**src/rtl/instruction_fetch_queue_pkg.sv**
```systemverilog
// Shared fetch-stage types and constants for the instruction fetch queue and
// the surrounding pipeline.
package instruction_fetch_queue_pkg;

  localparam int FETCH_ADDR_WIDTH  = 32;
  localparam int FETCH_INSTR_WIDTH = 32;
  localparam int PC_STEP_DEFAULT   = 4;

  // Reset vector shared with the rest of the pipeline.
  localparam logic [FETCH_ADDR_WIDTH-1:0] RESET_PC_DEFAULT = '0;

  typedef struct packed {
    logic [FETCH_ADDR_WIDTH-1:0]  pc;
    logic [FETCH_INSTR_WIDTH-1:0] instruction;
  } fetch_entry_t;

endpackage

```
**src/rtl/instruction_fetch_queue_fetch_fifo.sv**
```systemverilog
// Synchronous FIFO with flush; a full FIFO that is popped can accept a push in
// the same cycle.
module instruction_fetch_queue_fetch_fifo
  import instruction_fetch_queue_pkg::*;
#(
  parameter  int DATA_WIDTH  = FETCH_ADDR_WIDTH + FETCH_INSTR_WIDTH,
  parameter  int DEPTH       = 4,
  localparam int PTR_WIDTH   = $clog2(DEPTH),
  localparam int COUNT_WIDTH = PTR_WIDTH + 1
) (
  input  logic                   clock,
  input  logic                   reset,
  input  logic                   flush,
  input  logic                   push,
  input  logic                   pop,
  input  logic [DATA_WIDTH-1:0]  push_data,
  output logic [DATA_WIDTH-1:0]  head_data,
  output logic [COUNT_WIDTH-1:0] count,
  output logic                   full,
  output logic                   empty
);

  logic [DATA_WIDTH-1:0]  mem_reg [DEPTH];
  logic [PTR_WIDTH-1:0]   head_reg, head_next;
  logic [PTR_WIDTH-1:0]   tail_reg, tail_next;
  logic [COUNT_WIDTH-1:0] count_reg, count_next;
  logic                   pop_fire;
  logic                   push_fire;

  assign empty     = (count_reg == '0);
  assign full      = (count_reg == COUNT_WIDTH'(DEPTH));
  assign pop_fire  = pop && !empty;
  assign push_fire = push && !flush && (!full || pop_fire);

  always_comb begin
    head_next  = head_reg;
    tail_next  = tail_reg;
    count_next = count_reg;
    if (flush) begin
      head_next  = '0;
      tail_next  = '0;
      count_next = '0;
    end else begin
      // Pointers wrap naturally because DEPTH is a power of two.
      if (push_fire) tail_next = tail_reg + PTR_WIDTH'(1);
      if (pop_fire)  head_next = head_reg + PTR_WIDTH'(1);
      case ({push_fire, pop_fire})
        2'b10:   count_next = count_reg + COUNT_WIDTH'(1);
        2'b01:   count_next = count_reg - COUNT_WIDTH'(1);
        default: count_next = count_reg;
      endcase
    end
  end

  always_ff @(posedge clock) begin
    if (reset) begin
      head_reg  <= '0;
      tail_reg  <= '0;
      count_reg <= '0;
    end else begin
      head_reg  <= head_next;
      tail_reg  <= tail_next;
      count_reg <= count_next;
    end
  end

  always_ff @(posedge clock) begin
    if (!reset && push_fire) mem_reg[tail_reg] <= push_data;
  end

  assign head_data = empty ? '0 : mem_reg[head_reg];
  assign count     = count_reg;

endmodule

```
**src/rtl/instruction_fetch_queue.sv**
```systemverilog
// Fetch stage: owns the PC, reads a combinational instruction memory and
// buffers {pc, instruction} pairs for decode behind a valid/ready handshake.
module instruction_fetch_queue
  import instruction_fetch_queue_pkg::*;
#(
  parameter  int                    ADDR_WIDTH  = FETCH_ADDR_WIDTH,
  parameter  int                    INSTR_WIDTH = FETCH_INSTR_WIDTH,
  parameter  int                    QUEUE_DEPTH = 4,
  parameter  logic [ADDR_WIDTH-1:0] RESET_PC    = ADDR_WIDTH'(RESET_PC_DEFAULT),
  parameter  int                    PC_STEP     = PC_STEP_DEFAULT,
  localparam int                    COUNT_WIDTH = $clog2(QUEUE_DEPTH) + 1
) (
  input  logic                   clock,
  input  logic                   reset,
  input  logic                   redirect_valid,
  input  logic [ADDR_WIDTH-1:0]  redirect_pc,
  output logic [ADDR_WIDTH-1:0]  imem_addr,
  input  logic [INSTR_WIDTH-1:0] imem_rdata,
  output logic                   out_valid,
  input  logic                   out_ready,
  output logic [ADDR_WIDTH-1:0]  out_pc,
  output logic [INSTR_WIDTH-1:0] out_instr,
  output logic [COUNT_WIDTH-1:0] occupancy,
  output logic [31:0]            fetch_count
);

  localparam int ENTRY_WIDTH = ADDR_WIDTH + INSTR_WIDTH;

  logic [ADDR_WIDTH-1:0]  fetch_pc_reg, fetch_pc_next;
  logic [31:0]            fetch_count_reg, fetch_count_next;
  logic [ENTRY_WIDTH-1:0] head_data;
  logic                   fifo_full;
  logic                   fifo_empty;
  logic                   pop;
  logic                   push;

  assign out_valid = !fifo_empty;
  assign pop       = out_valid && out_ready;
  // Popping a full queue frees the slot this cycle, keeping one fetch per cycle.
  assign push      = !redirect_valid && (!fifo_full || pop);

  instruction_fetch_queue_fetch_fifo #(
    .DATA_WIDTH (ENTRY_WIDTH),
    .DEPTH      (QUEUE_DEPTH)
  ) u_fetch_fifo (
    .clock     (clock),
    .reset     (reset),
    .flush     (redirect_valid),
    .push      (push),
    .pop       (pop),
    .push_data ({fetch_pc_reg, imem_rdata}),
    .head_data (head_data),
    .count     (occupancy),
    .full      (fifo_full),
    .empty     (fifo_empty)
  );

  always_comb begin
    fetch_pc_next    = fetch_pc_reg;
    fetch_count_next = fetch_count_reg;
    if (redirect_valid) begin
      fetch_pc_next = redirect_pc;
    end else if (push) begin
      fetch_pc_next    = fetch_pc_reg + ADDR_WIDTH'(PC_STEP);
      fetch_count_next = fetch_count_reg + 32'd1;
    end
  end

  always_ff @(posedge clock) begin
    if (reset) begin
      fetch_pc_reg    <= RESET_PC;
      fetch_count_reg <= '0;
    end else begin
      fetch_pc_reg    <= fetch_pc_next;
      fetch_count_reg <= fetch_count_next;
    end
  end

  assign imem_addr             = fetch_pc_reg;
  assign {out_pc, out_instr}   = head_data;
  assign fetch_count           = fetch_count_reg;

endmodule
```
**config.mk**
```make
export PLATFORM = sky130hd
export DESIGN_NAME = instruction_fetch_queue
export DESIGN_NICKNAME = d
export VERILOG_FILES = /design/src/rtl/instruction_fetch_queue_pkg.sv /design/src/rtl/instruction_fetch_queue_fetch_fifo.sv /design/src/rtl/instruction_fetch_queue.sv
export SDC_FILE = /design/constraint.sdc
export NUM_CORES = 1
export LEC_CHECK = 0
export ABC_CLOCK_PERIOD_IN_PS = 4400
export CORE_UTILIZATION = 47
export DETAILED_ROUTE_END_ITERATION = 8
export PLACE_DENSITY_LB_ADDON = 0.3
export SLEW_MARGIN = 20
export SYNTH_ARGS = -nofsm -noshare
export SYNTH_HDL_FRONTEND = slang
export SYNTH_SLANG_ARGS = --single-unit
```
**constraint.sdc**
```tcl
create_clock -name clock -period 4.4 [get_ports clock]
set_input_delay 1.1 -clock clock [delete_from_list [all_inputs] [get_ports clock]]
set_output_delay 1.1 -clock clock [all_outputs]
set_load 0.05 [all_outputs]
```
==> results.cfg, run 1 <==
[timing]
fmax_ghz = 0.246
rsz0062_at_grt = false
relSlewSlack = 0.493
slew_viol_final = 0
final-setup-viol-count = 0
tightestPinTransition_ps = 761
fin_skew_ps = 16.0
hold_viol_final = 0
finalCriticalPeriod_ps = 4070
setup_ws_ps = 329
final.setup.tns_ps = 0
min_period_over_period = 0.925

[clock_tree]
numCtsBuffers = 35
cts_setup_buffers = 0
clk-insertion-delay-late_ps = 500
ctsResizeCount = 0
clock_path_buffers = 3
cts_hold_buf = 0
clk_pin_slew_worst_paths_ps = 60
cts_tree = done
cts.sink_count = 329
htreeDepth = 2
cts-root-buf = clkbuf_16

[die]
dieHeight_um = 170
coreArea_um2 = 27800
start_util = 0.479
dieArea_um2 = 29000
fp.dieW_um = 170
pin_count = 200
rows = 61

[synthesis]
synth_seq_cells = 329
synth_area_leaders = edfxtp_1 (58%), dfxtp_1 (11%), mux4_2 (11%)
synth_nets = 910
syn_avg_cell_area_um2 = 16.0
synth_commonest_cells = edfxtp_1 (256), and2_1 (74), dfxtp_1 (73)
syn-cell-area_um2 = 13300
synth.most_common_cell = edfxtp_1
async_reset_ff_frac = 0
synth.largest_area_cell = edfxtp_1
synth_edf_count = 256
yosysSeqAreaShare = 0.688
synth.distinct_cells = 43
netlist.area_leader.share = 0.578
synth_top_flop_cell = edfxtp_1
ys.warnings.count = 0
syn-instance-count = 834

[grt]
grt_pass1_wl_mm = 45.3
grt_overflow = 0
grt_pass1_vias = 7925
antenna_found_initial = 0
track_usage = 0.209
grt_max_degree = 65

[hold_path]
hold_class = reg -> reg

[pwr]
power_density_nw_per_um2 = 407
p_leak_nw = 5.51
ir_drop_v = 0.000305

[layout]
largest_reg_flops = 256
areaGrowthSynthToFinish_pct = 27.6
drive_gt1_frac = 0.146
antenna_cells = 0
fin_nets = 1129

[worst_setup_path]
worstPathRequired_ps = 3300
startpoint_type = register
crit_path_end_kind = output port
cp_max_fo = 39
critPathKind = reg -> out
crit_arrival_ps = 2970

[drt]
via_per_inst = 5.38
drt_iter0_drc = 515
drtPass1Iterations = 5
vias = 7833
ant_nets = 0
wl_per_cell_um = 20.3
drc = 0
wl_mm = 29.6

[placed_design]
dpl.hpwl_mm = 19.0
numPortBuffers = 199
dp_slack_ps = 775
gp_congestion = 0.771

[status]
status = finished, final reports clean

[flow_run]
cap_violations = 0
## placed cells by master, fill, tap and decap left out, types with 7 or more instances in the layout
master / synthesis / layout
edfxtp_1: 256 / 256
clkdlybuf4s50_1: 0 / 198
dfxtp_1: 73 / 71
and2_1: 74 / 70
mux4_2: 64 / 64
nor2_1: 61 / 61
clkbuf_16: 0 / 38
nand2_1: 33 / 33
xor2_1: 28 / 28
xnor2_1: 28 / 28
a21oi_1: 22 / 22
nand3_1: 21 / 21
nand4_1: 17 / 17
buf_4: 0 / 16
inv_1: 12 / 12
and3_1: 12 / 12
nor3_1: 12 / 12
clkbuf_1: 29 / 11
a211oi_1: 10 / 10
o21ai_0: 9 / 9
or3_1: 9 / 8
and4_1: 7 / 7
ha_1: 7 / 7
buf_12: 0 / 7
## stage by stage
step / hold slack (ps) / power [mW] / utilization / cells / instance area, um^2
after detailed placement: 490 / 4.21 / 0.571 / 1394 / 15900
after global placement: 469 / 4.20 / 0.571 / 1394 / 15900
final: 496 / 6.91 / 0.611 / 1457 / 17000
after CTS: 498 / 6.99 / 0.611 / 1457 / 17000
after global routing: 536 / 7.14 / 0.611 / 1457 / 17000
after floorplan: 465 / 3.93 / - / 834 / 13300
## cell type report
class | count | area, um^2
fill | 2154 | 10800
clock inverter | 13 | 88.8
clock buffer | 50 | 1010
tap | 378 | 473
sequential | 329 | 9160
inverter | 12 | 45.0
timing repair buffer | 222 | 2250
multi-input combinational | 453 | 3950
## cells by family (layout without fill, tap and decap cells)
| group | Yosys count | after routing | synth area share |
|---|---|---|---|
| xor+xnor | 56 | 56 | 0.0369 |
| flops | 329 | 329 | 0.688 |
| compound gates | 53 | 53 | 0.0253 |
| mux | 69 | 69 | 0.112 |
| buf+inv | 52 | 297 | 0.0160 |
| fa+ha+maj | 8 | 8 | 0.00809 |
| simple gates | 267 | 267 | 0.114 |
## critical path, cell delays in order, from the launching register on
cell	delay (ps)
dfxtp_1	460
or3_2	680
buf_4	310
and2_1	190
clkdlybuf4s50_1	810
## layer usage
layer	share of wire	vias up	global-route usage	wire, um
li1	-	3622	-	-
met1	0.42	3891	0.279	12500
met2	0.49	283	0.346	14400
met3	0.076	37	0.0426	2240
met4	0.018	0	0.0615	522
met5	0	-	0	0
## path summary, 6_finish.rpt
kind | endpoint | slack (ps) | start | depth (start not counted)
max | out_pc[20] | 330 | u_fetch_fifo.count[0] | 4
min | fetch_count[31] | 500 | fetch_count[31] | 2
max reg2reg | u_fetch_fifo.count[2] | 1610 | u_fetch_fifo.count[0] | 8
min reg2reg | fetch_count[31] | 500 | fetch_count[31] | 2
## where the power goes
part	internal, mW	total [mW]	switching [mW]
registers	3.42	3.49	0.0690
logic	0.253	0.642	0.389
clock network	1.65	2.78	1.12
(Power assumes the default switching activity.)
==> inputs of run 2 (changes only) <==
--- a/config.mk
+++ b/config.mk
@@ -6,10 +6,11 @@
 export NUM_CORES = 1
 export LEC_CHECK = 0
 export ABC_CLOCK_PERIOD_IN_PS = 4400
+export CORE_ASPECT_RATIO = 0.8
 export CORE_UTILIZATION = 47
 export DETAILED_ROUTE_END_ITERATION = 8
+export HOLD_SLACK_MARGIN = 0.05
 export PLACE_DENSITY_LB_ADDON = 0.3
-export SLEW_MARGIN = 20
 export SYNTH_ARGS = -nofsm -noshare
 export SYNTH_HDL_FRONTEND = slang
 export SYNTH_SLANG_ARGS = --single-unit
==> run 2 against run 1 <==
Compared with the run above:
- cell count is 0.82% lower
- core utilization increased by 0.61 points
- critical path depth unchanged
- sequential share of layout area down 0.12 points
- global-route usage up 0.29 points
- non-clock buffer count down 1
- maximum frequency up 1.6%
- clock power rose by 5%
- die area is essentially flat
- routed wire length increased by 1.6%
- sequential cell count is the same
- final area up 0.21%
- critical path type unchanged
- critical endpoint is now out_pc[28]
==> results.cfg, run 2 (synthesis results as in run 1) <==
[clock_tree]
cts-root-buf = clkbuf_16
clk-insertion-delay-late_ps = 520
cts_tree = done
cts.sink_count = 329
clock_path_buffers = 3
ctsResizeCount = 0
clk_pin_slew_worst_paths_ps = 60
numCtsBuffers = 35
htreeDepth = 2
cts_setup_buffers = 0
cts_hold_buf = 0

[layout]
layout_commonest_cell = edfxtp_1
areaGrowthSynthToFinish_pct = 27.8
fill_cells = 2069
fin_nets = 1128
drive_gt1_frac = 0.156
multi_input_comb_area_um2 = 3950
final_cell_mix = edfxtp_1 (256), clkdlybuf4s50_1 (198), dfxtp_1 (71)
regArea_um2 = 9160
largest_reg_flops = 256
utilization = 0.617
fin_area_um2 = 17000

[timing]
slew_viol_final = 0
min_period_over_period = 0.911
final-setup-viol-count = 0
relSlewSlack = 0.498
fin_skew_ps = 21.4
tightestPinTransition_ps = 753
fmax_ghz = 0.250
hold_viol_final = 0
finalCriticalPeriod_ps = 4010
final.setup.tns_ps = 0
setup_ws_ps = 393
rsz0062_at_grt = false

[pwr]
power_density_nw_per_um2 = 414
clkPwrFrac = 0.413
ir_drop_v = 0.000247
p_leak_nw = 5.54
intPower_mw = 5.38
comb_power_share = 0.091
switching_power_mw = 1.66
sw_frac_of_total = 0.236
pwr-share-seq = 0.496

[drt]
drc = 0
dr_wl_met2_mm = 14.0
route.met3.wl_mm = 1.97
wl_mm = 30.1
via_per_inst = 5.44
highest_layer = met4
met1Wirelength_mm = 13.6
drtPass1Iterations = 4
vias = 7868
wl_per_cell_um = 20.8
drt_iter0_drc = 625
ant_nets = 0

[flow_run]
cap_violations = 0

[status]
status = finished, final reports clean

[worst_setup_path]
critPathKind = reg -> out
crit_chain = buf_4 > mux4_2 > and2_1 > clkdlybuf4s50_1
crit_arrival_ps = 2910
slowest_delay_ps = 700
crit_path_end_kind = output port
cp_max_fo = 22
crit_path_top_delay_cell = clkdlybuf4s50_1
startpoint_type = register
worstPathRequired_ps = 3300

[placed_design]
gp_congestion = 0.772
dp_slack_ps = 858
dpl.hpwl_mm = 19.3
numPortBuffers = 199
placed_area_um2 = 15900

[grt]
grt_pass1_vias = 7836
track_usage = 0.212
grt_pass1_wl_mm = 46.6
grt_overflow = 0
grt_max_degree = 65
antenna_found_initial = 2

[die]
coreArea_um2 = 27600
rows = 54
start_util = 0.483
pin_count = 200
fp.dieW_um = 190
dieArea_um2 = 29000
dieHeight_um = 152

[hold_path]
hold_class = reg -> reg
run 2: cell types whose count changed in the layout (fill, tap and decap cells not counted):
cell	before	now
clkinv_4	0	2
clkinv_8	0	1
clkinvlp_4	2	3
bufinv_16	1	3
diode_2	0	2
clkinv_1	5	3
inv_6	0	2
clkbuf_1	11	3
clkinv_2	5	10
buf_4	16	15
clkbuf_16	38	36
run 2: final timing paths:
path	start	endpoint	slack (ps)	cells past startpoint
setup / recovery	register	out_pc[28]	390	4
setup reg to reg	u_fetch_fifo.count[0]	u_fetch_fifo.count[2]	1680	8
hold reg to reg	u_fetch_fifo.tail_reg[1]	u_fetch_fifo.tail_reg[1]	500	2
hold / removal	u_fetch_fifo.tail_reg[1]	u_fetch_fifo.tail_reg[1]	500	2
run 2: final cells by class:
| cell class | count | area share |
|---|---|---|
| timing repair buffer | 221 | 0.132 |
| multi-input combinational | 453 | 0.232 |
| clock buffer | 40 | 0.0544 |
| antenna | 2 | 0.000294 |
| tap | 364 | 0.0268 |
| clock inverter | 24 | 0.0132 |
| sequential | 329 | 0.538 |
| inverter | 12 | 0.00265 |
run 2: per-layer routing:
metal,track usage,vias to the layer above
met3,0.0472,40
met1,0.307,3986
met4,0.0526,0
li1,-,3624
met2,0.326,218
met5,0,-
run 2: through the flow:
stage | std cells | power, mW | hold WS (ps)
2_1_floorplan | 834 | 3.93 | 465
3_3_place_gp | 1379 | 4.20 | 465
3_5_place_dp | 1379 | 4.21 | 489
4_1_cts | 1443 | 7.12 | 497
5_1_grt | 1443 | 7.27 | 519
6_report | 1445 | 7.04 | 499
run 2: power groups by stage:
stage | clock [mW] | combinational (mW) | sequential (mW)
finish | 2.91 | 0.644 | 3.49
global route | 3.09 | 0.681 | 3.50
CTS | 2.98 | 0.650 | 3.49
detailed placement | 0 | 0.649 | 3.56
global placement | 0 | 0.643 | 3.56
floorplan | 0 | 0.313 | 3.61
run 2: critical path, delay by kind of cell (launching register included):
kind	cells	cell delay (ps)
buffers and inverters	2	1040
flip-flops	1	650
multiplexers	1	520
AND/OR/NAND/NOR	1	180
